[src/rtl/word_screen_pkg.sv]
// Shared definitions for the word-area screen drawing controller: phase codes,
// phase lengths, colours and the per-phase lookup helpers.
package word_screen_pkg;

   typedef enum logic [2:0] {
      PH_IDLE      = 3'd0,
      PH_CLEAR     = 3'd1,
      PH_ULINE     = 3'd2,
      PH_LETTERS   = 3'd3,
      PH_ERASE_BOX = 3'd4,
      PH_BOX       = 3'd5,
      PH_FIN       = 3'd6
   } phase_t;

   localparam int         CNT_W           = 9;
   localparam int         POS_W           = 4;
   localparam int         MAX_POS_DEFAULT = 9;

   localparam logic [CNT_W-1:0] LEN_CLEAR   = 9'd328;
   localparam logic [CNT_W-1:0] LEN_ULINE   = 9'd40;
   localparam logic [CNT_W-1:0] LEN_LETTERS = 9'd160;
   localparam logic [CNT_W-1:0] LEN_BOX     = 9'd16;

   localparam logic [2:0] COL_BG   = 3'b000;
   localparam logic [2:0] COL_TEXT = 3'b111;
   localparam logic [2:0] COL_BOX  = 3'b110;

   // Request that is waiting for the running sequence to finish.
   typedef struct packed {
      logic             full;
      logic             cursor;
      logic [POS_W-1:0] pos;
   } draw_req_t;

   function automatic logic is_draw(phase_t p);
      return (p == PH_CLEAR) || (p == PH_ULINE) || (p == PH_LETTERS) ||
             (p == PH_ERASE_BOX) || (p == PH_BOX);
   endfunction

   function automatic logic [CNT_W-1:0] phase_len(phase_t p);
      case (p)
         PH_CLEAR:     return LEN_CLEAR;
         PH_ULINE:     return LEN_ULINE;
         PH_LETTERS:   return LEN_LETTERS;
         PH_ERASE_BOX: return LEN_BOX;
         PH_BOX:       return LEN_BOX;
         default:      return 9'd1;
      endcase
   endfunction

   function automatic logic [2:0] phase_colour(phase_t p);
      case (p)
         PH_ULINE, PH_LETTERS: return COL_TEXT;
         PH_BOX:               return COL_BOX;
         default:              return COL_BG;
      endcase
   endfunction

   // Successor of a drawing phase once its last pixel has been written.
   function automatic phase_t next_phase(phase_t p);
      case (p)
         PH_CLEAR:     return PH_ULINE;
         PH_ULINE:     return PH_LETTERS;
         PH_LETTERS:   return PH_BOX;
         PH_ERASE_BOX: return PH_BOX;
         PH_BOX:       return PH_FIN;
         default:      return PH_IDLE;
      endcase
   endfunction

endpackage

[src/rtl/word_screen_ctrl_phase_counter.sv]
// Pixel index counter for one drawing phase: clear to zero, increment, and flag
// the last index of a phase whose length is supplied by the caller.
module phase_counter #(
   parameter int W = 9
) (
   input  logic         clock,
   input  logic         resetn,
   input  logic         clear,
   input  logic         inc,
   input  logic [W-1:0] len,
   output logic [W-1:0] cnt,
   output logic         tc
);

   always_ff @(posedge clock or negedge resetn) begin
      if (!resetn)    cnt <= '0;
      else if (clear) cnt <= '0;
      else if (inc)   cnt <= cnt + W'(1);
   end

   assign tc = (cnt == len - W'(1));

endmodule

[src/rtl/word_screen_ctrl.sv]
// Word-area redraw sequencer: steps through clear/underline/letters/box phases
// (or erase-box/box for a cursor move) emitting one pixel strobe per cycle.
module word_screen_ctrl
   import word_screen_pkg::*;
#(
   parameter int MAX_POS = MAX_POS_DEFAULT
) (
   input  logic             clock,
   input  logic             resetn,
   input  logic             req_full,
   input  logic             req_cursor,
   input  logic [POS_W-1:0] letter_num,
   output logic [2:0]       phase,
   output logic [CNT_W-1:0] count,
   output logic [POS_W-1:0] box_pos,
   output logic [2:0]       colour,
   output logic             plot,
   output logic             busy,
   output logic             done
);

   phase_t           state, state_n;
   draw_req_t        pend, pend_n;
   logic [POS_W-1:0] target, target_n;
   logic [POS_W-1:0] old_pos, old_pos_n;
   logic [POS_W-1:0] req_pos;
   logic             cnt_clear, cnt_inc, cnt_tc;
   logic             eff_full, eff_cursor;
   logic [POS_W-1:0] eff_pos;

   assign req_pos = (letter_num > POS_W'(MAX_POS)) ? POS_W'(MAX_POS) : letter_num;

   // At the end of FIN a request arriving that very cycle is merged with the
   // latched ones, so nothing is lost on the sequence boundary.
   assign eff_full   = pend.full | req_full;
   assign eff_cursor = (pend.cursor | req_cursor) & ~eff_full;
   assign eff_pos    = (req_full | req_cursor) ? req_pos : pend.pos;

   phase_counter #(.W(CNT_W)) u_cnt (
      .clock  (clock),
      .resetn (resetn),
      .clear  (cnt_clear),
      .inc    (cnt_inc),
      .len    (phase_len(state)),
      .cnt    (count),
      .tc     (cnt_tc)
   );

   always_comb begin
      state_n   = state;
      pend_n    = pend;
      target_n  = target;
      old_pos_n = old_pos;
      cnt_clear = 1'b1;
      cnt_inc   = 1'b0;
      case (state)
         PH_IDLE: begin
            if (req_full) begin
               state_n  = PH_CLEAR;
               target_n = req_pos;
            end else if (req_cursor) begin
               state_n  = PH_ERASE_BOX;
               target_n = req_pos;
            end
         end
         PH_FIN: begin
            pend_n.full   = 1'b0;
            pend_n.cursor = 1'b0;
            if (eff_full) begin
               state_n  = PH_CLEAR;
               target_n = eff_pos;
            end else if (eff_cursor) begin
               state_n  = PH_ERASE_BOX;
               target_n = eff_pos;
            end else begin
               state_n = PH_IDLE;
            end
         end
         default: begin
            // A pending full redraw also redraws the box, so it swallows any cursor move.
            if (req_full) begin
               pend_n.full   = 1'b1;
               pend_n.cursor = 1'b0;
               pend_n.pos    = req_pos;
            end else if (req_cursor) begin
               pend_n.cursor = ~pend.full;
               pend_n.pos    = req_pos;
            end
            if (cnt_tc) begin
               state_n = next_phase(state);
               if (state == PH_BOX) old_pos_n = target;
            end else begin
               cnt_clear = 1'b0;
               cnt_inc   = 1'b1;
            end
         end
      endcase
   end

   // Outputs are registered from the next-state values so they line up with count.
   always_ff @(posedge clock or negedge resetn) begin
      if (!resetn) begin
         state   <= PH_IDLE;
         pend    <= '0;
         target  <= '0;
         old_pos <= '0;
         phase   <= PH_IDLE;
         box_pos <= '0;
         colour  <= COL_BG;
         plot    <= 1'b0;
         busy    <= 1'b0;
         done    <= 1'b0;
      end else begin
         state   <= state_n;
         pend    <= pend_n;
         target  <= target_n;
         old_pos <= old_pos_n;
         phase   <= state_n;
         box_pos <= (state_n == PH_ERASE_BOX) ? old_pos_n : target_n;
         colour  <= phase_colour(state_n);
         plot    <= is_draw(state_n);
         busy    <= (state_n != PH_IDLE);
         done    <= (state_n == PH_FIN);
      end
   end

endmodule

[config.mk]
export PLATFORM = sky130hd
export DESIGN_NAME = word_screen_ctrl
export DESIGN_NICKNAME = d
export VERILOG_FILES = /design/src/rtl/word_screen_pkg.sv /design/src/rtl/word_screen_ctrl_phase_counter.sv /design/src/rtl/word_screen_ctrl.sv
export SDC_FILE = /design/constraint.sdc
export NUM_CORES = 1
export LEC_CHECK = 0
export CORE_UTILIZATION = 45
export CTS_CLUSTER_DIAMETER = 80
export DETAILED_ROUTE_END_ITERATION = 12
export DONT_BUFFER_PORTS = 1
export GPL_TIMING_DRIVEN = 0
export MAX_ROUTING_LAYER = met4
export PLACE_DENSITY = 0.6
export SETUP_SLACK_MARGIN = 0.2
export SKIP_CTS_REPAIR_TIMING = 1
export SLEW_MARGIN = 20
export SYNTH_ARGS = -nofsm -noshare
export SYNTH_HDL_FRONTEND = slang
export SYNTH_SLANG_ARGS = --single-unit
[constraint.sdc]
create_clock -name clock -period 2.6 [get_ports clock]
set_input_delay 0.52 -clock clock [delete_from_list [all_inputs] [get_ports clock]]
set_output_delay 0.52 -clock clock [all_outputs]
set_load 0.02 [all_outputs]
# Word level (Yosys, flattened, before mapping)
# Index checks and enable logic that the tools add are counted.
# Widths: inputs -> output; s select.
dict set report totals {
  register_bits 36
  latchBits 0
  mem_bits_rw 0
  romBits 0
  inputBits 8
  output_inout_bits 22
  word_cells 83
  memories 0
}
dict set report classes {
  add_sub_neg 2
  n_mul 0
  div 0
  order_cmp 1
  n_eq_ne 13
  n_shift 0
  muxes 30
  bitwise 8
  n_reduce_logical 17
}
# op count
set op_table {}
lappend op_table {{$mux 4} 10}
lappend op_table {{$pmux 9 s4} 1}
lappend op_table {{$eq 3x3->1 const B} 6}
lappend op_table {{$mux 9} 2}
lappend op_table {{$mux 3} 5}
lappend op_table {{$eq 3x2->1 const B} 4}
lappend op_table {{$pmux 3 s2} 2}
lappend op_table {{$pmux 3 s4} 1}
lappend op_table {{$mux 5} 2}
lappend op_table {{$add 9x1->9 const B} 1}
lappend op_table {{$eq 9x9->1} 1}
lappend op_table {{$sub 9x1->9 const B} 1}
lappend op_table {{$pmux 4 s2} 1}
lappend op_table {{$reduce_or 2->1} 4}
lappend op_table {{$eq 3x1->1 const B} 2}
lappend op_table {{$reduce_and 2->1} 3}
lappend op_table {{$reduce_bool 2->1} 3}
lappend op_table {{$reduce_bool 3->1} 2}
lappend op_table {{$mux 1} 5}
lappend op_table {{$gt 4x4->1 const B} 1}
lappend op_table {{$logic_or 1x1->1} 4}
lappend op_table {{$not 1->1} 4}
lappend op_table {{$pmux 2 s2} 1}
lappend op_table {{$logic_not 3->1} 1}
lappend op_table {{2 further kinds} 4}

# Longest topological paths before layout
dict set report depth {
  depth_word 12
  ltp_mapped 8
  depth_no_buf 7
}

# By module
# From an unflattened synthesis, not the netlist that was laid out.
dict set report unflattened {
  hier_cells 226
  area_unflattened_um2 2099.5
}
# module instances cells_each area_per_inst_um2 seq_area_each_um2
set modules_own_cells {}
lappend modules_own_cells {word_screen_ctrl 1 137 1335.0 650.6}
lappend modules_own_cells {phase_counter 1 89 764.5 225.2}

# Least setup slack after synthesis
# Ideal clock, no wire load.
dict set report synth_timing {
  kind {reg2reg}
  startpoint {register state[0]}
  endpoint {register plot}
  setup_time_ps 119
  arrival_ps 2851
  t_required_ps 2481
  slack_ps -370
  path_stages_with_launch 9
  path_buffers 1
  synth_period_minus_slack_ps 2970
  cell_sequence {dfrtp_1 -> buf_6 -> or3_4 -> a2111o_1 -> a222oi_1 -> xnor2_1 -> o21ai_4 -> or3_4 -> and2_1}
}
dict set report synth_via {
  elab_chain_len 12
  word_cells_on_any_way 26
  classes_between {add/sub: 1; eq/ne: 12; mux: 6; reduce/logical: 7}
}
# element line
set synth_lines {}
lappend synth_lines {{start: declaration} word_screen_ctrl.sv:22} ;# phase_t state, state_n;
lappend synth_lines {{start signal: assignment} word_screen_ctrl.sv:114} ;# state <= state_n;
lappend synth_lines {{$eq 3x3->1} {word_screen_pkg.sv:41, word_screen_pkg.sv:61}}
lappend synth_lines {{$reduce_or 2->1 (no source line)} n/a}
lappend synth_lines {{$pmux 9 s4} word_screen_pkg.sv:41} ;# case (p)
lappend synth_lines {{$sub 9x1->9} word_screen_ctrl_phase_counter.sv:21} ;# assign tc = (cnt == len - W'(1));
lappend synth_lines {{$eq 9x9->1} word_screen_ctrl_phase_counter.sv:21}
lappend synth_lines {{$mux 3} word_screen_ctrl.sv:89} ;# if (cnt_tc) begin
lappend synth_lines {{$pmux 3 s2 *} word_screen_ctrl.sv:56} ;# case (state)
lappend synth_lines {{named net state_n[1]} word_screen_ctrl.sv:22}
lappend synth_lines {{$eq 3x1->1 / $eq 3x2->1 (equally long branches)} word_screen_pkg.sv:36} ;# return (p == PH_CLEAR) || (p == PH_ULINE) || (p == PH_LETTERS) ||
lappend synth_lines {{$logic_or 1x1->1 (3 in series)} word_screen_pkg.sv:36}
lappend synth_lines {{$logic_or 1x1->1 *} word_screen_pkg.sv:37} ;# (p == PH_ERASE_BOX) || (p == PH_BOX);
lappend synth_lines {{end signal: assignment} word_screen_ctrl.sv:121} ;# plot <= is_draw(state_n);
lappend synth_lines {{end: declaration} word_screen_ctrl.sv:17} ;# output logic plot,
# The timed path passes the listed nets; every way through them passes the cells marked *.
# A chain may end at the register's enable or synchronous reset.

# Worst setup path after layout
# Ends and elaborated chain as after synthesis.

==> results list <==
* Outcome: complete, but fails checks
* Failing checks: setup timing
- In this run the vertical extent of the chip is 63.81 µm.
* Number of placement rows: 22
- Level count of the clock H-tree: 2
* Setup violators final: 5
* Total standard cell area after synthesis: 1719 µm²
* Register bit total from synthesis: 35
- In this run, synthesis inferred 0 flip-flops with an integrated enable.
* Number of global-route vias before repair: 1264
* Largest delay contributor family on the critical path: simple AND/OR/NAND/NOR gates
- Avg Cell Area, Syn: 10.61 µm²
- Fmax: 371.7 MHz
- In this run the remaining antenna-violating nets after routing total 0.
* Final hold viol count: 0
- The routed layout has 1264 vias.
* Routed WL per cell: 15.52 µm
- CP Class: flop to flop
- Highest-count cells in the layout ignoring fill and taps: sky130_fd_sc_hd__dfrtp_1, sky130_fd_sc_hd__nor2_1, sky130_fd_sc_hd__nand2_1
- At the worst endpoint, the arrival time is 2.86 ns.
- Crit Reg-Reg Endpoint: plot
- By instance count, the cell type seen most on the critical path is sky130_fd_sc_hd__or3_4.
- Final core occ: 53.76%
- The die is 63.81 µm wide.
- The filler cells instantiated in the layout total 329.
- TritonCTS created 5 clock buffers.
- Fraction of final layout cells sized beyond drive strength 1: 22.03%
* Port buffer count: 0
- Area of all placed cells without fillers: 1968 µm²
* RR Startpoint: state[0]
- Shortest clock period the worst path allows after layout: 2.690 ns
* Longest Clk Path Bufs: 2
* Source-to-sink clock delay at the later pin of the worst-skew pair: 0.28 ns
* Power consumption: 2.010 mW
- Final WS setup: -0.09046 ns
- The largest individual stage delay along the critical path comes from the cell sky130_fd_sc_hd__dfrtp_2.
* Power per standard cell area: 1021 nW/µm²
* Slew at the pin closest to its max-slew limit: 0.5366 ns
- The number of antenna violations at the first check in global routing came to 0.
- Number of top-level pins: 30
- Worst r2r path cells: 9
- Worst reg2reg setup slack: -0.09 ns
- After the last flow step, the layout net total stands at 185.
* Global-route wire length before repair: 5.699 mm
- Area growth, synth to finish: 14.48%
- The floorplan step defined a die boundary enclosing 4072 µm².
- In this run the static leakage power is 0.8638 nW.
- Diode count: 0
- The wire-length estimate of the detail-placed layout is 2.477 mm.
- Entering global routing, the biggest net connects 36 pins.
- Portion of the post-synthesis area used by sequential elements: 50.95%
* Number of warnings issued by yosys: 0
- Vias/cell: 5.618
- Clock tree skew after final layout: 0.003481 ns
- GRT Util Overall: 19.31%
- Counting flops with an async set or reset pin after synthesis yields a share of 100.0%.
- Drt drc: 0
* Number of buffers and inverters on the critical path: 2
- Worst min path class: input port to asynchronous set/reset pin
- At the worst endpoint, the required time is 2.77 ns.
* Critical path endpoint category: flop
- Leading cell type in the layout, fill and taps excluded: sky130_fd_sc_hd__dfrtp_1
- Number of distinct library cells after synthesis: 42
* Cell types with the largest area share after synthesis: sky130_fd_sc_hd__dfrtp_1, sky130_fd_sc_hd__mux2_2, sky130_fd_sc_hd__nor2_1
- The tree is rooted in a sky130_fd_sc_hd__clkbuf_8.
- IR analysis of the VDD net gives a maximum drop of 0.0004363 V.
* Critical Path Source Type: flop
* Met1 track demand over resource: 20.05%
* Standard cell core area: 3661 µm²
* Crit path largest cell delay: 0.46 ns
* Starting utilization of the core area: 46.96%
- Fraction of post-synthesis cell area in the top cell type by area: 50.95%
* Final Wtd Congestion: 0.8446
- For this run, the detailed router's first-pass iteration total came to 4.
- Residual overflow from global routing: 0
* Grt peak-use layer: met2
* Clock tree from TritonCTS: yes
- Synthesized net count: 171
- Main synth FF type: sky130_fd_sc_hd__dfrtp_1
- Setup repair after global routing missed its margin: yes
* Final Cycle Share: 103.5%
- The detailed router finished its first iteration with 69 violations.
- The number of slew-limit violations in the final report came to 0.
* Worst slew margin relative to its limit: 63.72%
- Largest driver fanout on the critical path: 7
- Global routing used 6.250% of the available met3 tracks.
- Summed over all layers, the routed wires come to 3.491 mm.
* Cell type with the highest aggregate area in the netlist: sky130_fd_sc_hd__dfrtp_1
* Sinks on Clock Net: 35
- Max-cap violations in this run came to 0.
- After clock tree synthesis, the clock-pin slew on the worst setup and hold paths is 0.07 ns.
- In the synthesized netlist, the number of instances is 162.
- Cell area reported after detailed placement: 1783 µm²
* Met2 capacity usage during global routing: 33.64%
* Cells along the critical path: buf_6 -> or3_4 -> a2111o_1 -> a222oi_1 -> buf_4 -> nand3b_1 -> nand3_2 -> or3_4 -> and2_1
-- worst register-to-register path: stages (launching register included) --
cell                       delay [ns]
sky130_fd_sc_hd__dfrtp_2         0.46
sky130_fd_sc_hd__buf_6           0.14
sky130_fd_sc_hd__or3_4           0.33
sky130_fd_sc_hd__a2111o_1        0.41
sky130_fd_sc_hd__a222oi_1        0.26
sky130_fd_sc_hd__buf_4           0.23
sky130_fd_sc_hd__nand3b_1        0.13
sky130_fd_sc_hd__nand3_2         0.09
sky130_fd_sc_hd__or3_4           0.39
sky130_fd_sc_hd__and2_1          0.14
-- worst max-delay path by stage --
stage / slack [ns] / start / endpoint / cells past startpoint
after floorplan: -0.24 / state[0] / plot / 8
after global placement: -0.53 / state[1] / box_pos[0] / 7
after detailed placement: -0.58 / state[1] / box_pos[2] / 7
after CTS: -0.62 / state[1] / box_pos[2] / 7
after global routing: -0.17 / state[0] / plot / 9
final: -0.09 / state[0] / plot / 9
-- area by class of cell --
class,count,area [µm²],area share (%)
sequential,35,879.6,44.69
clock inverter,2,12.51,0.6357
multi-input combinational,116,813.3,41.32
timing repair buffer,7,68.82,3.496
inverter,4,15.01,0.7629
tap,48,60.06,3.051
buffer,7,46.29,2.352
clock buffer,6,72.57,3.687
-- cells by family (layout without fill, tap and decap cells) --
kind of cell / after synthesis / count (layout) / synth area share, %
compound gates: 27 / 27 / 11.86
xor+xnor: 9 / 9 / 4.585
fa+ha+maj: 1 / 1 / 0.7277
buf+inv: 11 / 26 / 3.057
flops: 35 / 35 / 50.95
mux: 11 / 11 / 7.205
simple gates: 68 / 68 / 21.62
-- sequential cells by signal, summed over array words and instances (netlist names), 2 cells and up --
signal and count:
pend 6, state 3, u_cnt.cnt 9, target 4, colour 2, old_pos 4, box_pos 4
-- report_power, final --
part / total [mW] / leakage (nW) / switching (mW) / internal [mW]
Clock: 0.377 / 0.0412 / 0.190 / 0.187
Sequential: 0.956 / 0.423 / 0.241 / 0.714
Combinational: 0.678 / 0.399 / 0.357 / 0.321
Total: 2.01 / 0.864 / 0.788 / 1.22
-- layer usage --
| metal | part of all wire [%] | vias up |
|---|---|---|
| met1 | 41 | 632 |
| met4 | 1.0 | 0 |
| met2 | 54 | 23 |
| met3 | 3.6 | 5 |
| met5 | 0 | - |
| li1 | - | 604 |
-- synth_stat cells (2+ instances only) --
library cell / number
sky130_fd_sc_hd__inv_1: 4
sky130_fd_sc_hd__nor3_1: 4
sky130_fd_sc_hd__and3b_1: 2
sky130_fd_sc_hd__or3_4: 2
sky130_fd_sc_hd__mux2_2: 11
sky130_fd_sc_hd__nor2b_1: 5
sky130_fd_sc_hd__nand3_1: 7
sky130_fd_sc_hd__nand3_2: 2
sky130_fd_sc_hd__clkbuf_1: 5
sky130_fd_sc_hd__nor2_1: 20
sky130_fd_sc_hd__a22oi_1: 2
sky130_fd_sc_hd__nor4b_1: 3
sky130_fd_sc_hd__a222oi_1: 4
sky130_fd_sc_hd__o211ai_1: 2
sky130_fd_sc_hd__nand2_1: 11
sky130_fd_sc_hd__and3_1: 4
sky130_fd_sc_hd__dfrtp_1: 35
sky130_fd_sc_hd__xor2_1: 5
sky130_fd_sc_hd__a21oi_1: 6
sky130_fd_sc_hd__o21ai_0: 3
sky130_fd_sc_hd__xnor2_1: 4
-- per-stage QoR --
stage | hold WS, ns | setup TNS [ns] | setup WS [ns] | std cells
after detailed placement | 0.2251 | -5.611 | -0.5804 | 210
final | 0.06105 | -0.1736 | -0.09046 | 225
after CTS | -0.08504 | -6.264 | -0.6222 | 218
after floorplan | 0.2244 | -1.161 | -0.2359 | 162
after global routing | 0.06237 | -0.7925 | -0.1655 | 225
after global placement | 0.2252 | -5.091 | -0.5316 | 210
Power figures use the tool's default switching activity.
==> edit: new RTL, config.mk and constraints unchanged <==
Set the package constant `CNT_W` to 18 (it was 9).
--- a/src/rtl/word_screen_pkg.sv
+++ b/src/rtl/word_screen_pkg.sv
@@ -12,7 +12,7 @@
       PH_FIN       = 3'd6
    } phase_t;
 
-   localparam int         CNT_W           = 9;
+   localparam int         CNT_W           = 18;
    localparam int         POS_W           = 4;
    localparam int         MAX_POS_DEFAULT = 9;
 
Ports: changed (resized count); port bits go from 30 to 39. No check against the original RTL was run, so the function may have changed too.
==> edit against the original RTL <==
Largest power group is now combinational cells; critical endpoint is now box_pos[1]$_DFF_PN0_; global-route usage grew 1.4 points; wire length increased by 59%; synthesized area up 38%; worst hold slack worse by 0.0088 ns; design area increased by 47%; total power rose by 44%; sequential cell count grew 9; worst setup slack got worse by 0.41 ns; the run still ends with negative setup slack left.
==> edit: results (changes against the original RTL) <==
The flow ran to the end, but the final reports show violations. The checks that failed: negative setup slack. The count of final setup violators came out at 31 (+26).

Total negative setup slack: -8.10 ns (-7.92 ns). On the critical path, the stage with the largest delay is an instance of sky130_fd_sc_hd__or4_4. The logs give 1,844 (+46%) for the routed via count and 3.29 ns (+0.43 ns) for the arrival time of data at the critical path endpoint. The largest net degree at the start of global routing was 45 (+25%). The headroom to the max-slew limit came out at 63.8% (+0.092 points).

The least setup slack across all paths after layout came out at -0.505 ns (-0.414 ns). Worst clock skew: 0.00411 ns (+0.000632 ns). The xor and xnor fraction of the mapped netlist area came out at 6.29% (+1.7 points). The endpoint identified for the worst register-to-register timing path is box_pos[1]$_DFF_PN0_. The area share of fa/ha/maj cells after synthesis is 0.952% (+0.22 points), and the static leakage is 1.22 nW (+41%). The portion of netlist area occupied by mux cells was 6.98% (-0.22 points); the combined global-route utilization of all metal layers was 20.7% (+1.4 points). The number of DRC markers after the initial detailed-route iteration was 106 (+54%). The share of synthesized area occupied by flip-flops and latches is 46.5% (-4.4 points), and the placed wire-length estimate is 3530 µm (+42%). The fraction of final layout cells with drive strength greater than 1 is 27.5% (+5.5 points), and the wire length of the first global-routing pass is 8450 µm (+48%). The number of nets in the layout is 277 (+50%), and the highest net fanout along the worst path is 6 (-1). For the total nets after synthesis, the log shows 249 (+46%). For the total length of routed wires, the log shows 5540 µm (+59%).
-- edit: cell types whose count changed in the layout (fill, tap and decap cells not counted), sizes merged, moves of 5 or more --
cell | unedited run | this run
inv | 4 | 9
nor2 | 20 | 43
dfrtp | 35 | 44
a21oi | 6 | 13
nand2 | 11 | 18
buf | 10 | 25
-- edit: power by group through the flow --
stage | clock (mW) | sequential [mW] | combinational [mW]
6_report | 0.465 | 1.16 | 1.26
5_1_grt | 0.495 | 1.19 | 1.37
3_3_place_gp | 0 | 1.17 | 0.896
3_5_place_dp | 0 | 1.18 | 0.900
2_1_floorplan | 0 | 1.13 | 0.752
4_1_cts | 0.477 | 1.16 | 0.905
-- edit: worst max-delay path by stage --
stage	to	cells after the start	slack, ns	start
after floorplan	box_pos[0]$_DFF_PN0_	8	-0.37	state[2]$_DFF_PN0_
after detailed placement	box_pos[0]$_DFF_PN0_	8	-0.66	state[1]$_DFF_PN0_
final	box_pos[1]$_DFF_PN0_	9	-0.50	state[2]$_DFF_PN0_
after global routing	box_pos[1]$_DFF_PN0_	9	-0.56	state[2]$_DFF_PN0_
after global placement	box_pos[0]$_DFF_PN0_	8	-0.66	state[1]$_DFF_PN0_
after CTS	box_pos[0]$_DFF_PN0_	8	-0.69	state[1]$_DFF_PN0_
-- edit: area by class of cell --
class,count,area (µm²)
Buffer,11,65.1
Multi-Input combinational cell,176,1320
Fill cell,457,2170
Sequential cell,44,1100
Tap cell,70,87.6
Timing Repair Buffer,21,198
Clock inverter,2,15.0
Inverter,9,33.8
Clock buffer,6,82.6
-- edit: metrics by stage --
stage | utilization, % | cell area [µm²] | hold slack, ns | setup slack [ns] | cells
finish | 57.2 | 2900 | 0.0523 | -0.505 | 339
global route | 57.2 | 2900 | 0.0606 | -0.564 | 339
CTS | 50.6 | 2570 | -0.111 | -0.690 | 318
detailed placement | 48.6 | 2470 | 0.226 | -0.665 | 310
global placement | 48.6 | 2470 | 0.226 | -0.661 | 310
floorplan | - | 2380 | 0.224 | -0.368 | 240
-- edit: kinds of logic (layout without fill, tap and decap cells) --
family	Yosys count	count (layout)
multiplexers	15	15
adder cells (fa/ha/maj)	2	2
buffers and inverters	20	49
XOR/XNOR	17	17
flip-flops	44	44
AND/OR/NAND/NOR	101	101
AO/OA/AOI/OAI	41	41
-- edit: layer usage --
layer  track usage, %  part of all wire, %
met1             27.1                   45
met2             31.5                   48
met3             4.88                  4.9
met4             6.92                  1.4
met5                -                    0
-- edit: worst reg2reg max path: cells and delay by family, from the launching register on --
family / cells / cell delay [ns]
flip-flops: 1 / 0.46
buffers and inverters: 2 / 0.32
AND/OR/NAND/NOR: 3 / 0.91
AO/OA/AOI/OAI: 1 / 0.39
multiplexers: 3 / 0.92
